<file path="src/rtl/rmap_pkg.sv">
// Shared types and constants for the RMAP target authorisation controller:
// FSM states, command codes, status codes and command-class decode.
package rmap_pkg;

  typedef enum logic [2:0] {
    ST_IDLE   = 3'd0,
    ST_CHECK  = 3'd1,
    ST_RESP   = 3'd2,
    ST_EXEC   = 3'd3,
    ST_REPORT = 3'd4
  } rmap_state_e;

  typedef enum logic [1:0] {
    CLS_INVALID = 2'd0,
    CLS_WRITE   = 2'd1,
    CLS_READ    = 2'd2,
    CLS_RMW     = 2'd3
  } rmap_cls_e;

  // Command field is {write, verify, reply, increment}
  localparam logic [3:0] CMD_RMW      = 4'b0111;
  localparam logic [3:0] CMD_READ     = 4'b0010;
  localparam logic [3:0] CMD_READ_INC = 4'b0011;

  localparam logic [7:0] ERR_NONE    = 8'd0;
  localparam logic [7:0] ERR_CMD     = 8'd2;
  localparam logic [7:0] ERR_KEY     = 8'd3;
  localparam logic [7:0] ERR_BUF     = 8'd10;
  localparam logic [7:0] ERR_RMW_LEN = 8'd11;
  localparam logic [7:0] ERR_LOGADDR = 8'd12;

  function automatic rmap_cls_e cmd_class(input logic [3:0] cmd);
    rmap_cls_e cls;
    if (cmd[3])
      cls = CLS_WRITE;
    else if (cmd == CMD_RMW)
      cls = CLS_RMW;
    else if (cmd == CMD_READ || cmd == CMD_READ_INC)
      cls = CLS_READ;
    else
      cls = CLS_INVALID;
    return cls;
  endfunction

endpackage

</file>
<file path="src/rtl/rmap_auth_check.sv">
// Combinational header check: first failing rule sets the status code and
// the matching invalid flag; the parent registers the result.
module rmap_auth_check
  import rmap_pkg::*;
#(
  parameter logic [31:0] ADDR_BASE = 32'h0000_0000,
  parameter logic [32:0] ADDR_SIZE = 33'h1_0000,
  parameter logic [23:0] MAX_LEN   = 24'd1024
) (
  input  logic [7:0]  log_addr_i,
  input  logic [7:0]  key_i,
  input  logic [3:0]  cmd_i,
  input  logic [31:0] addr_i,
  input  logic [23:0] len_i,
  input  logic [7:0]  shadow_log_addr_i,
  input  logic [7:0]  shadow_key_i,
  output logic [7:0]  code_o,
  output logic        addr_inv_o,
  output logic        len_inv_o
);

  rmap_cls_e   cls;
  logic [33:0] end_addr;
  logic [33:0] win_end;
  logic        rmw_len_ok;

  // 34-bit sums so a window or access touching 4 GiB never wraps
  assign end_addr   = {2'b00, addr_i} + {10'd0, len_i};
  assign win_end    = {2'b00, ADDR_BASE} + {1'b0, ADDR_SIZE};
  assign cls        = cmd_class(cmd_i);
  assign rmw_len_ok = (len_i == 24'd0) || (len_i == 24'd2) || (len_i == 24'd4) ||
                      (len_i == 24'd6) || (len_i == 24'd8);

  always_comb begin
    code_o     = ERR_NONE;
    addr_inv_o = 1'b0;
    len_inv_o  = 1'b0;
    if (log_addr_i != shadow_log_addr_i) begin
      code_o = ERR_LOGADDR;
    end else if (key_i != shadow_key_i) begin
      code_o = ERR_KEY;
    end else if (cls == CLS_INVALID) begin
      code_o = ERR_CMD;
    end else if (cls == CLS_RMW && !rmw_len_ok) begin
      code_o    = ERR_RMW_LEN;
      len_inv_o = 1'b1;
    end else if (cls != CLS_RMW && len_i > MAX_LEN) begin
      code_o    = ERR_BUF;
      len_inv_o = 1'b1;
    end else if (addr_i < ADDR_BASE || end_addr > win_end) begin
      code_o     = ERR_BUF;
      addr_inv_o = 1'b1;
    end
  end

endmodule

</file>
<file path="src/rtl/rmap_auth_ctrl.sv">
// RMAP target authorisation/sequencing FSM. Optional saturating error
// counter is built when RMAP_AUTH_ERRCNT_EN is defined.
module rmap_auth_ctrl
  import rmap_pkg::*;
#(
  parameter logic [31:0] ADDR_BASE = 32'h0000_0000,
  parameter logic [32:0] ADDR_SIZE = 33'h1_0000,
  parameter logic [23:0] MAX_LEN   = 24'd1024
) (
  input  logic        clk,
  input  logic        rst,
  input  logic [7:0]  configKey,
  input  logic [7:0]  logicalAddress,
  input  logic        reqValid,
  output logic        reqReady,
  input  logic [7:0]  reqLogAddr,
  input  logic [7:0]  reqKey,
  input  logic [3:0]  reqCmd,
  input  logic [31:0] reqAddr,
  input  logic [23:0] reqLen,
  output logic        respValid,
  input  logic        respReady,
  output logic        respGrant,
  output logic [7:0]  respErrorCode,
  input  logic        opDone,
  input  logic        opError,
  input  logic [7:0]  opErrorCode,
  output logic [7:0]  rmapErrorCode,
  output logic        errorIndication,
  output logic        writeDataIndication,
  output logic        readDataIndication,
  output logic        rmwDataIndication,
  output logic        addrInvalid,
  output logic        dataLengthInvalid,
`ifdef RMAP_AUTH_ERRCNT_EN
  input  logic        errCountClr,
  output logic [15:0] errCount,
`endif
  output logic [2:0]  stateDbg
);

  // Handshakes: a transfer happens on a rising edge where valid and ready are
  // both high; valid and its payload stay stable until that edge.
  rmap_state_e state_q;
  logic        req_ready_q;
  logic [7:0]  la_q, key_q, sh_la_q, sh_key_q;
  logic [3:0]  cmd_q;
  logic [31:0] addr_q;
  logic [23:0] len_q;
  logic        resp_valid_q, resp_grant_q, ai_q, li_q;
  logic [7:0]  resp_code_q, err_code_q;
  logic        err_ind_q, wr_ind_q, rd_ind_q, rmw_ind_q, ai_ind_q, li_ind_q;

  logic [7:0]  chk_code;
  logic        chk_ai, chk_li;
  rmap_cls_e   cls;
  logic        rep_from_resp, rep_from_exec, rep_fire;
  logic [7:0]  rep_code;

  rmap_auth_check #(
    .ADDR_BASE(ADDR_BASE),
    .ADDR_SIZE(ADDR_SIZE),
    .MAX_LEN  (MAX_LEN)
  ) u_check (
    .log_addr_i       (la_q),
    .key_i            (key_q),
    .cmd_i            (cmd_q),
    .addr_i           (addr_q),
    .len_i            (len_q),
    .shadow_log_addr_i(sh_la_q),
    .shadow_key_i     (sh_key_q),
    .code_o           (chk_code),
    .addr_inv_o       (chk_ai),
    .len_inv_o        (chk_li)
  );

  assign cls           = cmd_class(cmd_q);
  assign rep_from_resp = (state_q == ST_RESP) && respReady && !resp_grant_q;
  assign rep_from_exec = (state_q == ST_EXEC) && opDone;
  assign rep_fire      = rep_from_resp || rep_from_exec;
  assign rep_code      = rep_from_exec ? (opError ? opErrorCode : ERR_NONE) : resp_code_q;

  always_ff @(posedge clk) begin
    if (rst) begin
      state_q      <= ST_IDLE;
      req_ready_q  <= 1'b0;
      la_q         <= '0;
      key_q        <= '0;
      cmd_q        <= '0;
      addr_q       <= '0;
      len_q        <= '0;
      sh_la_q      <= '0;
      sh_key_q     <= '0;
      resp_valid_q <= 1'b0;
      resp_grant_q <= 1'b0;
      resp_code_q  <= '0;
      ai_q         <= 1'b0;
      li_q         <= 1'b0;
      err_code_q   <= '0;
      err_ind_q    <= 1'b0;
      wr_ind_q     <= 1'b0;
      rd_ind_q     <= 1'b0;
      rmw_ind_q    <= 1'b0;
      ai_ind_q     <= 1'b0;
      li_ind_q     <= 1'b0;
    end else begin
      err_ind_q <= 1'b0;
      wr_ind_q  <= 1'b0;
      rd_ind_q  <= 1'b0;
      rmw_ind_q <= 1'b0;
      ai_ind_q  <= 1'b0;
      li_ind_q  <= 1'b0;
      case (state_q)
        ST_IDLE: begin
          if (req_ready_q && reqValid) begin
            la_q        <= reqLogAddr;
            key_q       <= reqKey;
            cmd_q       <= reqCmd;
            addr_q      <= reqAddr;
            len_q       <= reqLen;
            sh_la_q     <= logicalAddress;
            sh_key_q    <= configKey;
            req_ready_q <= 1'b0;
            state_q     <= ST_CHECK;
          end else begin
            req_ready_q <= 1'b1;
          end
        end
        ST_CHECK: begin
          resp_valid_q <= 1'b1;
          resp_grant_q <= (chk_code == ERR_NONE);
          resp_code_q  <= chk_code;
          ai_q         <= chk_ai;
          li_q         <= chk_li;
          state_q      <= ST_RESP;
        end
        ST_RESP: begin
          if (respReady) begin
            resp_valid_q <= 1'b0;
            state_q      <= resp_grant_q ? ST_EXEC : ST_REPORT;
          end
        end
        ST_EXEC: begin
          if (opDone) state_q <= ST_REPORT;
        end
        ST_REPORT: begin
          req_ready_q <= 1'b1;
          state_q     <= ST_IDLE;
        end
        default: state_q <= ST_IDLE;
      endcase
      if (rep_fire) begin
        err_code_q <= rep_code;
        err_ind_q  <= (rep_code != ERR_NONE);
        wr_ind_q   <= (rep_code == ERR_NONE) && (cls == CLS_WRITE);
        rd_ind_q   <= (rep_code == ERR_NONE) && (cls == CLS_READ);
        rmw_ind_q  <= (rep_code == ERR_NONE) && (cls == CLS_RMW);
        ai_ind_q   <= rep_from_resp && ai_q;
        li_ind_q   <= rep_from_resp && li_q;
      end
    end
  end

`ifdef RMAP_AUTH_ERRCNT_EN
  logic [15:0] err_cnt_q;
  always_ff @(posedge clk) begin
    if (rst || errCountClr)
      err_cnt_q <= '0;
    else if (state_q == ST_REPORT && err_code_q != ERR_NONE && err_cnt_q != 16'hFFFF)
      err_cnt_q <= err_cnt_q + 16'd1;
  end
  assign errCount = err_cnt_q;
`endif

  assign reqReady            = req_ready_q;
  assign respValid           = resp_valid_q;
  assign respGrant           = resp_grant_q;
  assign respErrorCode       = resp_code_q;
  assign rmapErrorCode       = err_code_q;
  assign errorIndication     = err_ind_q;
  assign writeDataIndication = wr_ind_q;
  assign readDataIndication  = rd_ind_q;
  assign rmwDataIndication   = rmw_ind_q;
  assign addrInvalid         = ai_ind_q;
  assign dataLengthInvalid   = li_ind_q;
  assign stateDbg            = state_q;

endmodule

</file>
<file path="config.mk">
export PLATFORM = sky130hd
export DESIGN_NAME = rmap_auth_ctrl
export DESIGN_NICKNAME = d
export VERILOG_FILES = /design/src/rtl/rmap_pkg.sv /design/src/rtl/rmap_auth_check.sv /design/src/rtl/rmap_auth_ctrl.sv
export SDC_FILE = /design/constraint.sdc
export NUM_CORES = 1
export LEC_CHECK = 0
export CORE_ASPECT_RATIO = 1.5
export CORE_MARGIN = 2
export CORE_UTILIZATION = 35
export DETAILED_ROUTE_END_ITERATION = 8
export DONT_BUFFER_PORTS = 1
export GPL_TIMING_DRIVEN = 0
export SYNTH_ARGS = -nofsm -noshare
export SYNTH_HDL_FRONTEND = slang
export SYNTH_SLANG_ARGS = --single-unit
export TNS_END_PERCENT = 1
</file>
<file path="constraint.sdc">
create_clock -name clk -period 5.24 [get_ports clk]
set_clock_uncertainty 0.1 [all_clocks]
set_input_delay 1.048 -clock clk [delete_from_list [all_inputs] [get_ports clk]]
set_output_delay 1.048 -clock clk [all_outputs]
set_load 0.01 [all_outputs]
</file>
==> impl_results.md <==
* Fin crit share at 80.7%
* Area grow syn2layout at 14.9%
* Die height at 173 um
* #FFs+latches synth at 118
* PostCTS Resize Cnt at 0
* Setup slack, reg-to-reg at 1.01 ns
* Synth top area share at 35.6%
* Core Area at 18,500 sq um
* Synth Flop Type: dfxtp_1
* H-tree levels at 4
* Warnings from Yosys at 0
* Vias at 6,349
* Pwr per Cell Area at 466 nW/um^2
* # rows at 61
* I/O Pins at 134
* RSZ-0062 raised after global routing: false
* CTS tree: built
* Share of cells above drive strength 1 at 7.01%
* Die area at 20,100 sq um
* Initial antenna violation count at 1
* WL final at 20,500 um
* EDFF count, synth at 0
* Worst hold path type: register to register
* Worst-Skew Late Latency at 0.42 ns
* Clock transition at path regs at 0.06 ns
* GRT Util Overall at 20.4%
* Final Hold Viols at 0
* Post-CTS Setup Bufs at 0
* DRC violations left at 0
* VDD IR max at 0.000238 V
* CP Capture Type: register
* Vias in the first global route at 6,251
* Hold Path End: addr_q[10]
* Layout Nets at 1,031
* Final ANT Viol Nets at 0
* Critical Path Fanout Max at 5
* Fin Hold WS at 0.359 ns
* Top area cells in the synthesized netlist: dfxtp_1, nand2_1, a21oi_1
* Initial DRT Pass Iterations at 7
* Clk root buf: clkbuf_16
* Max-Cap Viols at 0
* Synth area leader: dfxtp_1
* Sequential area share after synthesis at 35.6%
* Reg2Reg Launch Point: addr_q[0]
* Placer Congestion at 0.939
* CTS max path bufs at 2
* Die width at 116 um
* Mapped Area at 6640 sq um
* Slew margin rel. at 46.3%
* CP required at 5.47 ns
* HPWL Detailed at 16,000 um
* Gr ovfl total at 0
* Global-route wire length before repair at 32,000 um
* Leak at 0.00271 uW
* Avg WL per Cell at 17.6 um
* Final-layout fill cell count at 1,929
* Status: finished clean
* Vias per Instance at 5.45
* Setup crit start kind: register
* Reg2reg end: respGrant
* Min-delay src: addr_q[10]
* Synth cell types at 77
* Initial Utilization at 35.8%
* Path depth of the worst reg2reg path at 12
* Placed cells at 1,133
* Inserted Clock Buffers at 17
* Final Setup Violations at 0
* Final Max Tran Viols at 0
* Worst-Margin Slew at 0.795 ns
* I/O Buffers at 0
* Async SR Flop Fraction at 0%
* Fin crit period at 4.23 ns
* Critical setup path kind: register to register
* Avg Synthesized Cell Area at 7.56 sq um
* Final cell count without fillers at 1,166
* Setup_tns at 0 ns
* Cts hold-fix bufs at 0
* Fmax at 0.237 GHz
* DR iter-0 viols at 348
* Multi-input gate area at 3950 sq um
* FF+latch area at 2360 sq um
* Synthesized instance count at 878
* WP data arrival at 4.45 ns
* CTS sink cnt at 118
* Largest net degree at the start of global routing at 17
* Hold Path Depth at 2
==> metrics by stage <==
stage               setup WS (ns)  power, uW  instance area (sq um)  utilization (%)
global placement             1.04       2240                   6970             37.6
floorplan                    1.87       1940                   6650                -
detailed placement           1.10       2250                   6970             37.6
global route                0.860       3740                   7630             41.1
finish                       1.01       3560                   7630             41.1
CTS                          1.04       3570                   7630             41.1
==> cells in the final DEF, fill, tap and decap left out, drive strengths merged, types with 4 or more instances in the layout <==
master   instances
a2111oi          7
a211o            4
a211oi          11
a21oi          139
a221oi           4
a31oi            4
and3             5
and4             4
buf             15
bufinv           5
clkbuf          61
conb             4
dfxtp          118
ha              24
inv             17
mux2i            6
nand2          230
nand2b           8
nand3           18
nand3b           6
nand4           15
nor2            33
nor2b            7
nor3            15
nor3b            5
nor4            12
o211ai          10
o21a             5
o21ai           29
or3              4
xnor2           20
xor2             6
==> flip-flops by register name (all words and copies together) (netlist names), 3 cells and up <==
signal,flops
sh_key_q,8
len_q,24
addr_q,32
key_q,8
respErrorCode,4
cmd_q,4
sh_la_q,8
stateDbg,3
rmapErrorCode,8
la_q,8
==> power breakdown <==
group	internal (uW)	total, uW	switching (uW)
Combinational	384	1050	666
Sequential	1040	1180	143
Clock	863	1330	464
Total	2280	3560	1270
==> worst max path at each step <==
stage              start        end  cells after the start
3_5_place_dp   addr_q[0]  respGrant                     12
5_1_grt        addr_q[0]  respGrant                     12
2_1_floorplan  addr_q[0]  respGrant                     12
6_report       addr_q[0]  respGrant                     12
4_1_cts        addr_q[0]  respGrant                     12
3_3_place_gp   addr_q[0]  respGrant                     12
==> synthesized netlist by cell type, types with 6 or more instances <==
cell type and count:
nand2_1 230, a21oi_1 137, dfxtp_1 118, clkbuf_1 43
nor2_1 33, o21ai_0 26, ha_1 24, xnor2_1 20
nand3_1 18, nand4_1 15, nor3_1 15, inv_1 13
nor4_1 11, a211oi_1 10, o211ai_1 10, buf_4 8
a2111oi_0 7, nand2b_1 7, nor2b_1 7, buf_6 6
mux2i_1 6, nand3b_1 6, xor2_1 6
==> critical path, stage by stage, from the launching register on <==
cell and delay (ns):
dfxtp_1 0.32, ha_1 0.24, fa_1 0.46, a211oi_2 0.42, o21ai_1 0.19, a221o_1 0.44, xor2_1 0.18, a221oi_1 0.23
a41oi_1 0.18, a2111o_1 0.35, nor4_2 0.61, nand2_1 0.15, o31ai_1 0.27
==> routing by layer <==
layer | global-route usage [%] | vias up | wire length (um)
li1 | - | 3164 | -
met1 | 21.6 | 2958 | 7930
met2 | 37.3 | 180 | 10900
met3 | 4.91 | 47 | 945
met4 | 8.78 | 0 | 673
met5 | 0 | - | 0
==> area by class of cell <==
cell class                      count  area share (%)
Multi-Input combinational cell    692            51.7
Inverter                           13           0.640
Clock buffer                       18            5.76
Tap cell                          252            4.13
Clock inverter                     14            2.90
Buffer                             58            3.85
Antenna cell                        1          0.0328
Sequential cell                   118            31.0
==> logic make-up after synthesis <==
family | count (synthesis) | share of synthesized area [%]
simple gates | 373 | 25.5
buf+inv | 71 | 5.16
xor+xnor | 26 | 3.43
mux | 9 | 1.41
fa+ha+maj | 25 | 4.82
other cells | 1 | 0.0565
flops | 118 | 35.6
compound gates | 255 | 24.0
(Power assumes the default switching activity.)
